**config.mk**
```make
export PLATFORM = sky130hd
export DESIGN_NAME = game_sequencer_flat
export DESIGN_NICKNAME = d
export VERILOG_FILES = /design/src/rtl/snake_pkg.sv /design/src/rtl/game_sequencer_if.sv /design/src/rtl/game_sequencer_step_timer.sv /design/src/rtl/game_sequencer.sv /design/src/flat_wrapper.sv
export SDC_FILE = /design/constraint.sdc
export NUM_CORES = 1
export LEC_CHECK = 0
export CAP_MARGIN = 10
export CORE_MARGIN = 5
export CORE_UTILIZATION = 45
export CTS_BUF_LIST = sky130_fd_sc_hd__clkbuf_4
export DETAILED_ROUTE_END_ITERATION = 8
export PLACE_DENSITY_LB_ADDON = 0.12
export SETUP_SLACK_MARGIN = 0.02
export SLEW_MARGIN = 20
export SYNTH_ARGS = -nofsm -noshare
export SYNTH_HDL_FRONTEND = slang
export SYNTH_SLANG_ARGS = --single-unit
export TNS_END_PERCENT = 100
```
**constraint.sdc**
```tcl
create_clock -name clk -period 4 [get_ports clk]
set_input_delay 1 -clock clk [delete_from_list [all_inputs] [get_ports clk]]
set_output_delay 1 -clock clk [all_outputs]
set_load 0.02 [all_outputs]
```
**src/rtl/snake_pkg.sv**
```systemverilog
// Shared types for the snake game-flow controller: state encoding and bus widths.
package snake_pkg;

    localparam int STATE_W = 3;
    localparam int DIR_W   = 5;
    localparam int SCORE_W = 4;

    typedef enum logic [STATE_W-1:0] {
        ST_IDLE    = 3'd0,
        ST_RUN     = 3'd1,
        ST_PAUSE   = 3'd2,
        ST_OVER    = 3'd3,
        ST_WIN     = 3'd4,
        ST_RESTART = 3'd5
    } state_t;

endpackage

```
**src/rtl/game_sequencer_if.sv**
```systemverilog
// Signal bundle between the key decoder / game blocks and the game sequencer.
interface game_sequencer_if;
    import snake_pkg::*;

    logic               vblnk;
    logic               start_key;
    logic               pause_key;
    logic [DIR_W-1:0]   direction;
    logic               game_over;
    logic               victory;
    logic [SCORE_W-1:0] score;
    logic               move_tick;
    logic               game_rst;
    logic               run;
    logic [STATE_W-1:0] state;

    modport master (
        output vblnk, start_key, pause_key, direction, game_over, victory, score,
        input  move_tick, game_rst, run, state
    );

    modport slave (
        input  vblnk, start_key, pause_key, direction, game_over, victory, score,
        output move_tick, game_rst, run, state
    );

endinterface

```
**src/rtl/game_sequencer_step_timer.sv**
```systemverilog
// Frame-synchronous step timer: vblnk edge detect, score-dependent period, frame counter.
module step_timer
    import snake_pkg::*;
#(
    parameter int BASE_FRAMES   = 12,
    parameter int MIN_FRAMES    = 4,
    parameter int SPEEDUP_SHIFT = 0
) (
    input  logic               clk,
    input  logic               reset,
    input  logic               vblnk,
    input  logic [SCORE_W-1:0] score,
    input  logic               enable,
    input  logic               hold,
    input  logic               clear,
    output logic               tick
);

    localparam int CNT_W = $clog2(BASE_FRAMES + 1);

    logic             vblnk_d;
    logic             frame_pulse;
    logic             advance;
    logic             last_frame;
    logic [CNT_W-1:0] frame_cnt;
    logic [CNT_W-1:0] period_q;
    logic [CNT_W-1:0] period;
    int               period_raw;

    // Signed int arithmetic keeps a large score from wrapping the period upward.
    always_comb begin
        period_raw = BASE_FRAMES - int'(score >> SPEEDUP_SHIFT);
        period     = (period_raw < MIN_FRAMES) ? CNT_W'(MIN_FRAMES) : CNT_W'(period_raw);
    end

    assign frame_pulse = vblnk & ~vblnk_d;
    assign advance     = frame_pulse & enable & ~hold & ~clear;
    assign last_frame  = (frame_cnt == period_q - CNT_W'(1));

    // NOTE: non-blocking assignments here so every register samples pre-edge values.
    always_ff @(posedge clk) begin
        if (reset) begin
            vblnk_d   <= 1'b0;
            frame_cnt <= '0;
            period_q  <= CNT_W'(BASE_FRAMES);
            tick      <= 1'b0;
        end else begin
            vblnk_d <= vblnk;
            tick    <= advance & last_frame;
            if (clear) begin
                frame_cnt <= '0;
                period_q  <= period;
            end else if (advance) begin
                if (last_frame) begin
                    frame_cnt <= '0;
                    period_q  <= period;
                end else begin
                    frame_cnt <= frame_cnt + CNT_W'(1);
                end
            end
        end
    end

endmodule

```
**src/rtl/game_sequencer.sv**
```systemverilog
// Snake game-flow FSM: IDLE/RUN/PAUSE/OVER/WIN/RESTART, movement ticks and soft-reset pulse.
module game_sequencer
    import snake_pkg::*;
#(
    parameter int BASE_FRAMES   = 12,
    parameter int MIN_FRAMES    = 4,
    parameter int SPEEDUP_SHIFT = 0,
    parameter int RST_CYCLES    = 16
) (
    input  logic             clk,
    input  logic             reset,
    game_sequencer_if.slave  bus
);

    localparam int RST_W = (RST_CYCLES > 1) ? $clog2(RST_CYCLES) : 1;

    state_t           state_q;
    state_t           state_d;
    logic [RST_W-1:0] rst_cnt;
    logic             rst_done;
    logic             run_q;
    logic             game_rst_q;
    logic             timer_enable;
    logic             timer_hold;
    logic             timer_clear;
    logic             move_tick;

    assign rst_done = (rst_cnt == RST_W'(RST_CYCLES - 1));

    // NOTE: state_d is defaulted first so no path through the case infers a latch.
    always_comb begin
        state_d = state_q;
        case (state_q)
            ST_IDLE: begin
                if (bus.start_key || (bus.direction != '0)) state_d = ST_RUN;
            end
            ST_RUN: begin
                if (bus.victory)        state_d = ST_WIN;
                else if (bus.game_over) state_d = ST_OVER;
                else if (bus.pause_key) state_d = ST_PAUSE;
            end
            ST_PAUSE: begin
                if (bus.pause_key) state_d = ST_RUN;
            end
            ST_OVER, ST_WIN: begin
                if (bus.start_key) state_d = ST_RESTART;
            end
            ST_RESTART: begin
                if (rst_done) state_d = ST_IDLE;
            end
            default: state_d = ST_IDLE;
        endcase
    end

    // Counting only while RUN persists suppresses a tick on the cycle RUN is left.
    always_comb begin
        timer_enable = (state_q == ST_RUN) && (state_d == ST_RUN);
        timer_hold   = (state_q == ST_PAUSE);
        timer_clear  = (state_q == ST_IDLE) || (state_q == ST_RESTART) ||
                       ((state_q == ST_RUN) && ((state_d == ST_OVER) || (state_d == ST_WIN)));
    end

    always_ff @(posedge clk) begin
        if (reset) begin
            state_q    <= ST_IDLE;
            rst_cnt    <= '0;
            run_q      <= 1'b0;
            game_rst_q <= 1'b0;
        end else begin
            state_q    <= state_d;
            run_q      <= (state_d == ST_RUN);
            game_rst_q <= (state_d == ST_RESTART);
            rst_cnt    <= ((state_q == ST_RESTART) && !rst_done) ? rst_cnt + RST_W'(1) : '0;
        end
    end

    step_timer #(
        .BASE_FRAMES   (BASE_FRAMES),
        .MIN_FRAMES    (MIN_FRAMES),
        .SPEEDUP_SHIFT (SPEEDUP_SHIFT)
    ) u_step_timer (
        .clk    (clk),
        .reset  (reset),
        .vblnk  (bus.vblnk),
        .score  (bus.score),
        .enable (timer_enable),
        .hold   (timer_hold),
        .clear  (timer_clear),
        .tick   (move_tick)
    );

    assign bus.move_tick = move_tick;
    assign bus.game_rst  = game_rst_q;
    assign bus.run       = run_q;
    assign bus.state     = state_q;

endmodule

```
**src/flat_wrapper.sv**
```systemverilog
// flat-port wrapper written by rule: the top's interface ports become plain ports
module game_sequencer_flat import snake_pkg::*;
#(
    parameter int BASE_FRAMES   = 12,
    parameter int MIN_FRAMES    = 4,
    parameter int SPEEDUP_SHIFT = 0,
    parameter int RST_CYCLES    = 16
)
  (clk, reset, bus_vblnk, bus_start_key, bus_pause_key, bus_direction, bus_game_over, bus_victory, bus_score, bus_move_tick, bus_game_rst, bus_run, bus_state);
  game_sequencer_if bus_i ();
  input  logic clk;
  input  logic reset;
  input wire logic [$bits(bus_i.vblnk)-1:0] bus_vblnk;
  input wire logic [$bits(bus_i.start_key)-1:0] bus_start_key;
  input wire logic [$bits(bus_i.pause_key)-1:0] bus_pause_key;
  input wire logic [$bits(bus_i.direction)-1:0] bus_direction;
  input wire logic [$bits(bus_i.game_over)-1:0] bus_game_over;
  input wire logic [$bits(bus_i.victory)-1:0] bus_victory;
  input wire logic [$bits(bus_i.score)-1:0] bus_score;
  output wire logic [$bits(bus_i.move_tick)-1:0] bus_move_tick;
  output wire logic [$bits(bus_i.game_rst)-1:0] bus_game_rst;
  output wire logic [$bits(bus_i.run)-1:0] bus_run;
  output wire logic [$bits(bus_i.state)-1:0] bus_state;
  assign bus_i.vblnk = bus_vblnk;
  assign bus_i.start_key = bus_start_key;
  assign bus_i.pause_key = bus_pause_key;
  assign bus_i.direction = bus_direction;
  assign bus_i.game_over = bus_game_over;
  assign bus_i.victory = bus_victory;
  assign bus_i.score = bus_score;
  assign bus_move_tick = bus_i.move_tick;
  assign bus_game_rst = bus_i.game_rst;
  assign bus_run = bus_i.run;
  assign bus_state = bus_i.state;
  game_sequencer #(.BASE_FRAMES(BASE_FRAMES), .MIN_FRAMES(MIN_FRAMES), .SPEEDUP_SHIFT(SPEEDUP_SHIFT), .RST_CYCLES(RST_CYCLES)) u_core (.clk(clk), .reset(reset), .bus(bus_i));
endmodule
```
---- Yosys cells after proc, flatten, opt, wreduce, memory -nomap -nowiden ----
Cells that the tools add are included.
word-level totals
  flip-flop bits (word level) ............. 19
  bits of input ports ..................... 16
  output and inout bits ................... 6
  word-level logic and storage cells ...... 62
operators by class
  $add $sub $neg .......................... 4
  magnitude comparators ................... 1
  equal/unequal tests ..................... 11
  multiplexer cells ....................... 13
  bitwise gates (word level) .............. 9
  reductions and logical operators ........ 16
operators with widths
  kind                                                                          number
  3-bit two-way mux                                                             7
  4-bit two-way mux                                                             5
  3-bit case mux with 5 select lines                                            1
  3-bit == test, second input constant                                          4
  3-bit by 2-bit == test with 1-bit output, second input constant               3
  4-bit by 1-bit adder with 4-bit output, second input constant                 2
  3-bit by 1-bit == test with 1-bit output, second input constant               2
  2-bit OR reduction                                                            3
  1-bit bitwise AND                                                             5
  5-bit by 4-bit less-than comparator with 1-bit output, second input constant  1
  5-bit nonzero test                                                            1
  4-bit by 4-bit subtractor with 5-bit output, first input constant             1
  4-bit == test                                                                 1
  4-bit == test, second input constant                                          1
  1-bit logical OR                                                              4
  1-bit inverter                                                                4
  2-bit nonzero test                                                            2
  4-bit by 1-bit subtractor with 4-bit output, second input constant            1
  1-bit logical AND                                                             3
  3-bit logical NOT                                                             1
  2-bit AND reduction                                                           1
  1-bit logical NOT                                                             1

---- Logic depth before layout (Yosys ltp) ----
Gate-level depths: netlist of run 1.
  depth in word-level cells ............... 12
  mapped depth ............................ 6
  depth with buffers taken out ............ 6

---- Cells and area by module ----
Synthesis of run 1 repeated with hierarchy kept, for this count alone.
unflattened totals
  cells, all modules ...................... 131
  area, all modules ....................... 1178.6 sq um
by module, submodules not included
  module          times used  cells each  area an instance (sq um)  sequential area each (sq um)
  step_timer      1           75          684.4                     200.2
  game_sequencer  1           56          494.2                     180.2

---- Least setup slack after synthesis of run 1 ----
No wires, ideal clock.
  path kind ............................... input to register
  start ................................... input port bus_pause_key
  end ..................................... register u_core.u_step_timer.period_q[0]
  setup time .............................. 0.125 ns
  data arrival time ....................... 1.837 ns
  data required time ...................... 3.875 ns
  path slack .............................. 2.038 ns
  stages .................................. 4
  path buffers ............................ 0
  path through ............................ nor4b_2 > and2_4 > a31oi_4 > mux2i_1
on the way
  longest elaborated chain between the ends .. 12
  elaborated cells between the ends (all ways) .. 20
  classes of those cells .................. 3 x eq/ne; 6 x mux; 4 x bitwise; 7 x reduce/logical
ends and longest elaborated chain
  element                                                                           RTL line                         RTL
  start, declared                                                                   flat_wrapper.sv:15               input wire logic [$bits(bus_i.pause_key)-1:0] bus_pause_key;
  3-bit two-way mux                                                                 game_sequencer.sv:40             else if (bus.pause_key) state_d = ST_PAUSE;
  3-bit two-way mux                                                                 game_sequencer.sv:39             else if (bus.game_over) state_d = ST_OVER;
  3-bit two-way mux                                                                 game_sequencer.sv:38             if (bus.victory) state_d = ST_WIN;
  3-bit case mux with 5 select lines (*)                                            game_sequencer.sv:33             case (state_q)
  branches (longest 8 deep; another with 3-bit by 1-bit == test with 1-bit output)  n/a
  end signal, assigned                                                              game_sequencer_step_timer.sv:45  period_q <= CNT_W'(BASE_FRAMES);
  end signal, assigned                                                              game_sequencer_step_timer.sv:52  period_q <= period;
  end signal, assigned                                                              game_sequencer_step_timer.sv:56  period_q <= period;
  end, declared                                                                     game_sequencer_step_timer.sv:26  logic [CNT_W-1:0] period_q;
Mark *: on every way between the ends.
A chain may end at the register's enable or synchronous reset.

---- Worst setup path after layout of run 1 ----
  start ................................... register u_core.state_q[1], in the netlist u_core.bus.state[1]
  end ..................................... output port bus_state[1]
RTL lines
  element                 RTL line              RTL
  start, declared         game_sequencer.sv:17  state_t state_q;
  start signal, assigned  game_sequencer.sv:70  state_q <= state_d;
  end, declared           flat_wrapper.sv:23    output wire logic [$bits(bus_i.state)-1:0] bus_state;
No word-level cell between the ends.

==> results of run 1 <==
## stage by stage
stage          cells  hold WS (ns)  cell area (um2)  setup slack, ns
2_1_floorplan    119         0.433             1120             2.04
3_3_place_gp     167         0.444             1350             1.41
3_5_place_dp     167         0.456             1350             1.34
4_1_cts          171         0.473             1380             1.45
5_1_grt          171         0.500             1380             1.40
6_report         171         0.470             1380             1.47
## area by class of cell
class | instances | area (um2)
Clock buffer | 3 | 22.5
Clock inverter | 1 | 7.51
Fill cell | 220 | 1050
Inverter | 6 | 22.5
Multi-Input combinational cell | 91 | 703
Sequential cell | 19 | 380
Tap cell | 30 | 37.5
Timing Repair Buffer | 21 | 210
## cells by family after synthesis
family,after synthesis,share of synthesized area [%]
AOI/OAI and AO/OA,21,14.4
and+or+nand+nor,52,30.4
buffers and inverters,9,3.13
adders and majority gates,4,4.47
xor gates and xnor gates,10,9.95
DFF,19,34.0
muxes,4,3.58
## power by group
group | total (mW) | switching [mW] | internal, mW | leakage (nW)
clock | 0.104 | 0.0662 | 0.0382 | 0.0139
combinational | 0.138 | 0.0654 | 0.0730 | 0.327
sequential | 0.219 | 0.0162 | 0.203 | 0.155
## sequential cells by signal (all words and copies together) (netlist names)
| signal | count |
|---|---|
| u_core.bus.game_rst | 1 |
| u_core.bus.run | 1 |
| u_core.bus.state | 3 |
| u_core.rst_cnt | 4 |
| u_core.u_step_timer.frame_cnt | 4 |
| u_core.u_step_timer.period_q | 4 |
| u_core.u_step_timer.tick | 1 |
| u_core.u_step_timer.vblnk_d | 1 |
## layer usage
| metal | up-vias | share of wire, % |
|---|---|---|
| met1 | 416 | 43 |
| met2 | 19 | 49 |
| met5 | - | 0 |
| met3 | 5 | 5.6 |
| li1 | 476 | - |
| met4 | 0 | 2.1 |
## cell usage after synthesis, types with 4 or more instances
master,instances
sky130_fd_sc_hd__a21oi_1,5
sky130_fd_sc_hd__dfxtp_1,19
sky130_fd_sc_hd__ha_1,4
sky130_fd_sc_hd__inv_1,6
sky130_fd_sc_hd__mux2i_1,4
sky130_fd_sc_hd__nand2b_1,4
sky130_fd_sc_hd__nand3_1,8
sky130_fd_sc_hd__nor2_1,12
sky130_fd_sc_hd__nor2b_1,4
sky130_fd_sc_hd__nor3_1,6
sky130_fd_sc_hd__xnor2_1,4
sky130_fd_sc_hd__xor2_1,4
## placed cells by master, fill, tap and decap left out, types with 3 or more instances in the layout
master	netlist	final
sky130_fd_sc_hd__a21oi_1	5	5
sky130_fd_sc_hd__inv_1	6	6
sky130_fd_sc_hd__clkdlybuf4s50_1	0	21
sky130_fd_sc_hd__xnor2_1	4	4
sky130_fd_sc_hd__mux2i_1	4	4
sky130_fd_sc_hd__nand2b_1	4	4
sky130_fd_sc_hd__nor2_1	12	12
sky130_fd_sc_hd__dfxtp_1	19	19
sky130_fd_sc_hd__clkbuf_4	0	3
sky130_fd_sc_hd__nor2b_1	4	4
sky130_fd_sc_hd__nor3_1	6	6
sky130_fd_sc_hd__nand3_1	8	8
sky130_fd_sc_hd__xor2_1	4	4
sky130_fd_sc_hd__ha_1	4	4
## worst min-delay path by stage
stage	end	slack (ns)	cells after the start
floorplan	u_core.rst_cnt[0]	0.43	1
global placement	u_core.rst_cnt[0]	0.44	1
detailed placement	u_core.rst_cnt[0]	0.46	1
CTS	u_core.rst_cnt[0]	0.47	1
global route	u_core.rst_cnt[0]	0.50	1
finish	u_core.rst_cnt[0]	0.47	1
==> results summary, run 1 <==
The run finished with clean final reports. The cell area after technology mapping is roughly 1100 um2. The post-synthesis to final-layout area growth is 23.7%.

The type of the worst setup path is register to output pin. CTS built an H-tree with a depth of 1. The worst setup skew after layout came out at just over 0.005 ns.

The arrival time at the worst endpoint is roughly 1.5 ns. The number of buffers and inverters on the critical path came out at 1. The number of vias per cell after detailed routing came out at ~5.4. The total number of nets in the final design came out at around 160. In the post-synthesis netlist, the biggest area contributors are sky130_fd_sc_hd__dfxtp_1, sky130_fd_sc_hd__ha_1, sky130_fd_sc_hd__nor2_1, sky130_fd_sc_hd__mux2i_1, sky130_fd_sc_hd__nand3_1. The final weighted congestion in routability-driven placement is 0.698.

Summing internal, switching and leakage power gives about 460 uW. The largest single stage delay on the critical path is between 0.6 and 0.7 ns. Max-cap violations in this run came to 0. The static leakage is around 0.50 nW. The setup TNS came out at 0 ns. The fraction of synthesized cell area taken by the top area cell type is between 30% and 40%. The mean routed wirelength per cell is 13.0 um. CTS placed an instance of sky130_fd_sc_hd__clkbuf_4 at the clock tree root. The overall die height is about 60 um. The met2 routing resource usage after global routing came out at 23.5%. The highest-utilization routing layer at the global route stage is met2. The first-pass iteration count of the detailed router came out at 4. Traced cell by cell, the critical path runs through clkdlybuf4s50_1.

For this block, the initial DRC count from the detailed router was 28. The mean area per synthesized cell is 9.40 um2. The slew at the pin closest to its max-slew limit came out at 0.659 ns. In this run the most critical hold path is launched from u_core.rst_cnt[0]. In the final layout, the share of cells above drive strength 1 is between 10% and 20%. The count of standard-cell rows came out at 18. The wire length of the first global-routing pass came out at around 3700 um.

For this run, asynchronously set or reset flops after synthesis account for 0%. The final critical delay including setup and external delays came out at about 2.5 ns. The final period utilization came out at around 63%. The routing usage on met3 came out at between 2 and 3%. The maximum vdd drop came out at 0.000179 V. The number of pins with negative max-slew slack in the final report came out at 0. On the critical path the largest part of the delay comes from buffers and inverters. The number of setup violations in the final report came out at 0. The cell at the slowest stage of the critical path is sky130_fd_sc_hd__clkdlybuf4s50_1.

Data on the critical path is required at its endpoint by ~3.0 ns. The yosys synthesis warning count is 0. Synthesis produced a netlist whose cell count is around 120.

The netlist uses 44 different library cells. Following the worst setup path forward leads to its endpoint at bus_state[1]. The launch instance of the worst register-to-register path is u_core.u_step_timer.period_q[0]. The core outline area is ~2400 um2.

The die covers between 3000 and 4000 um2. The initial antenna violation count is 0. In this run the register-to-register setup slack is approximately 2.3 ns. In this run the worst hold path is classified as register to register. The top-level port count is 22. Once the clock tree was built, the setup fixing pass inserted 0 buffers. The clock latency on the worst-skew pair came out at between 0.3 and 0.4 ns. In the synthesized netlist the dominant register cell turns out to be sky130_fd_sc_hd__dfxtp_1.

The critical path depth came out at 1. After clock tree synthesis, the clock-pin slew on the worst setup and hold paths is ~0.11 ns. Of all cell types, the one taking the most synthesized area is sky130_fd_sc_hd__dfxtp_1.

The overall global routing resource usage came out at around 14%. After detailed routing, the number of remaining DRC violations is 0. The number of buffers added by the clock tree synthesis step is 3.

In this run the worst path has a maximum fanout of 9. Counting flops and latches in the post-synthesis netlist gives 19. The die is approximately 60 um wide. The post-cts resize count is 0. The endpoint identified for the worst register-to-register timing path is u_core.u_step_timer.frame_cnt[0]. The number of buffers on the longest clock path came out at 2. The number of buffers inserted by port buffering came out at 21. The timing-limited maximum frequency came out at a little under 400 MHz. The post-detailed-placement half-perimeter wirelength came out at 1750 um. For this configuration, the core starts out at a cell density of a little under half.

The number of global-route vias before repair is between 800 and 900. The sequential cell area fraction in the yosys report came out at about 34%. The met1 track demand over resource in global routing came out at between 15 and 20%. The count of nets left with antenna violations once routing finished came out at 0.

Setup repair after global routing left no endpoint under its margin. Entering global routing, the biggest net connects 20 pins. The element type at the critical path end is an output pin. The number of hold violations in the final report came out at 0. The total length of routed wires is about 2200 um. Dividing total power by cell area gives a power density of approximately 330 nW/um2. The number of inserted diodes came out at 0. The remaining global-route overflow is 0.

For this design, the sink count on the clock tree is 19. Cells fill a little under three fifths of the core in the end. The number of flops mapped to enable cells by yosys came out at 0. The routed layout has about 920 vias. The quantity of hold-fixing buffers added after cts came out at 0.

STA classifies the critical path startpoint as a register. Tracing the worst setup path back leads to its startpoint at u_core.bus.state[1]. In this run the tightest slew margin relative to its limit is 55.9%. The post-synthesis net count is 139. TritonCTS built the clock tree. The logic depth of the worst register-to-register path came out at 6.
No activity file was read; power rests on OpenSTA's default activity.
==> inputs of run 2 (changes only) <==
- clock period: 4 -> 2.1 ns (I/O delays scaled with it)
==> run 2 against run 1 <==
- combinational power increased by 100%
- core utilization increased by 2.0 points
- power increased by 95%
- clock-buffer cell count increased by 1
- setup slack got worse by 1.3 ns
- clock power increased by 90%
- wire length decreased by 0.27%
- hold slack improved by 0.0015 ns
- clock skew decreased by 0.0037 ns
- first-iteration DRC count decreased by 21%
- sequential cell count unchanged
- via count increased by 0.11%
==> results summary, run 2 (same netlist as run 1, synthesis figures left out) <==
The flow ran to the end, and the final reports show no timing, DRC or antenna violations. The startpoint identified for the worst register-to-register timing path is u_core.u_step_timer.period_q[0]. The utilization after layout is 58.9% (+2.0 points). The ratio of total power to cell area came out at 627 nW/um2 (+88%). The total length of routed wires came out at 2210 um (-0.27%). The number of buffers on the longest clock path is 2 (unchanged).

The wire length of the first global-routing pass is 3970 um (+7.7%). The number of buffers inserted by port buffering is 21 (unchanged). The final weighted congestion in routability-driven placement is 0.743 (+6.5%). The overall die height came to 59.9 um (unchanged). The critical-path maximum fanout was 9 (unchanged). The startpoint type of the worst setup path is a register.

The setup path with the least slack is of type register to output pin. The clock tree root buffer cell is sky130_fd_sc_hd__clkbuf_4. The clock-pin slew of the registers on the worst-case setup and hold paths is 0.11 ns (about the same). The core outline area is 2430 um2 (unchanged). The via count came out at 917 (+0.11%). The number of H-tree levels is 1 (unchanged). The post-detailed-placement half-perimeter wirelength is 1770 um (+1.2%). The post-cts resize count came to 1 (+1). The logic depth of the worst register-to-register path is 6 (unchanged). The quantity of hold-fixing buffers added after cts came out at 0 (unchanged). The final period utilization came out at between 90% and 100%. The clock latency on the worst-skew pair is 0.29 ns (-0.02 ns). The static leakage is 0.531 nW (+7.2%).

The number of global-route vias before repair came out at 917 (+9.7%). Compared with the post-synthesis result, the final layout area differs by 28.1%. The top-level port count came out at 22 (unchanged). The number of vias per cell after detailed routing came out at 5.18 (-3.3%).

The number of inserted diodes is 0 (unchanged). The worst hold path begins at u_core.rst_cnt[0]. The area occupied by registers came out at 384 um2 (+0.99%). The initial antenna violation count is 0 (unchanged).

The capturing point of the worst reg2reg path is u_core.u_step_timer.period_q[2]. The number of buffers added by the clock tree synthesis step is 3 (unchanged). The overall global routing resource usage came out at 14.7% (+0.73 points). The slew at the pin closest to its max-slew limit is 0.483 ns (-0.176 ns). The worst hold path cell count came out at 1 (unchanged). The cell at the slowest stage of the critical path is sky130_fd_sc_hd__clkdlybuf4s50_1. The DRC violations left is 0 (unchanged). The timing-limited maximum frequency is between 500 and 600 MHz. The number of pins with negative max-slew slack in the final report was 0 (unchanged).

The critical path's largest stage delay came out at 0.65 ns (-0.03 ns). The count of fill cells added during filler insertion came to 222 (+0.91%). The count of standard-cell rows is 18 (unchanged). The max-slew headroom at the worst pin came to 67.6% (+12 points).

The required time of the critical path is 1.57 ns (-1.43 ns). The die width came to 59.9 um (unchanged). The number of nets with antenna violations after detailed routing is 0 (unchanged). The number of setup violations in the final report is 0 (unchanged). The fraction of final layout cells with drive strength greater than 1 came out at 16.3% (+5.7 points). The initial DRC count is 22 (-21%). The number of buffers added for setup after CTS came out at 0 (unchanged). The register-to-register setup slack came out at 0.41 ns (-1.91 ns). The setup TNS came out at 0 ns (unchanged).

The worst setup path is captured at an output pin. The worst setup skew after layout is 0.00141 ns (-0.00372 ns). The signal on the critical path passes through clkdlybuf4s50_1. The path with the worst hold slack has its endpoint at u_core.rst_cnt[0]. The area of combinational cells with multiple inputs is 703 um2 (unchanged). The most common library cell in the layout ignoring fill and taps is sky130_fd_sc_hd__clkdlybuf4s50_1. The arrival time at the worst endpoint came to 1.39 ns (-0.14 ns). The floorplan die area was 3580 um2 (unchanged). The starting density of the core is 46.0% (unchanged).

TritonCTS built the clock tree. The maximum vdd drop came out at 0.000402 V (+130%). The max-cap violation count came out at 0 (unchanged). The CTS sink count was 19 (unchanged). The number of buffers and inverters on the critical path came out at 1 (unchanged). The largest net degree at the start of global routing is 12 (-40%). The remaining global-route overflow came out at 0 (unchanged). The mean routed wirelength per cell was 12.5 um (-3.7%). Leaving out fill and tap cells, the most frequent cells in the layout are sky130_fd_sc_hd__clkdlybuf4s50_1, sky130_fd_sc_hd__dfxtp_1, sky130_fd_sc_hd__nor2_1. Subtracting the final worst setup slack from the clock period gives around 1.9 ns.

The first-pass iteration count of the detailed router came out at 4 (unchanged). The total number of nets in the final design came out at 168 (+3.7%). Among cell families on the critical path, the largest total delay comes from buffers and inverters. The largest registers in the layout are u_core.rst_cnt (4), u_core.u_step_timer.frame_cnt (4), u_core.u_step_timer.period_q (4). Setup repair after global routing left no endpoint under its margin. The path class of the lowest-slack min-delay path is register to register. The number of hold violations in the final report was 0 (unchanged).
==> run 2: cell count changes in the layout (fill, tap and decap cells not counted), sizes merged <==
| cell | delta |
|---|---|
| clkinvlp | -1 |
| buf | +6 |
| clkbuf | +1 |
==> run 2: metrics by stage <==
step | instances | hold WS [ns] | power (mW) | instance area, um2 | setup slack [ns]
CTS | 177 | 0.468 | 0.911 | 1430 | 0.0310
global placement | 173 | 0.445 | 0.704 | 1400 | 0.0714
detailed placement | 173 | 0.452 | 0.711 | 1400 | 0.0482
finish | 177 | 0.472 | 0.898 | 1430 | 0.180
global route | 177 | 0.497 | 0.957 | 1430 | 0.117
floorplan | 119 | 0.433 | 0.600 | 1120 | 0.564
==> run 2: how the worst max path moves through the flow <==
stage,startpoint,depth (start not counted),endpoint
after floorplan,u_core.u_step_timer.period_q[0],6,u_core.u_step_timer.period_q[0]
after global placement,bus_pause_key,5,u_core.u_step_timer.period_q[1]
after detailed placement,bus_game_over,5,u_core.u_step_timer.frame_cnt[2]
after CTS,u_core.bus.state[2],1,bus_state[2]
after global routing,u_core.bus.state[1],1,bus_state[1]
final,u_core.bus.state[1],1,bus_state[1]
==> run 2: power breakdown <==
group	total [mW]	switching, mW	internal [mW]
Combinational	0.280	0.127	0.153
Sequential	0.420	0.0323	0.388
Clock	0.198	0.111	0.0867
Total	0.898	0.271	0.628
==> run 2: layout make-up <==
type / count / share of cell area, %
multi-input combinational: 91 / 49.1
sequential: 19 / 26.8
timing repair buffer: 27 / 17.8
tap: 30 / 2.62
clock buffer: 4 / 2.10
inverter: 6 / 1.57
==> run 2: metal layers <==
metal / vias up / global-route usage, % / share of wire [%]
li1: 486 / - / -
met1: 407 / 17.1 / 44
met2: 20 / 24.7 / 48
met3: 4 / 4.10 / 5.6
met4: 0 / 6.65 / 2.0
met5: - / 0 / 0
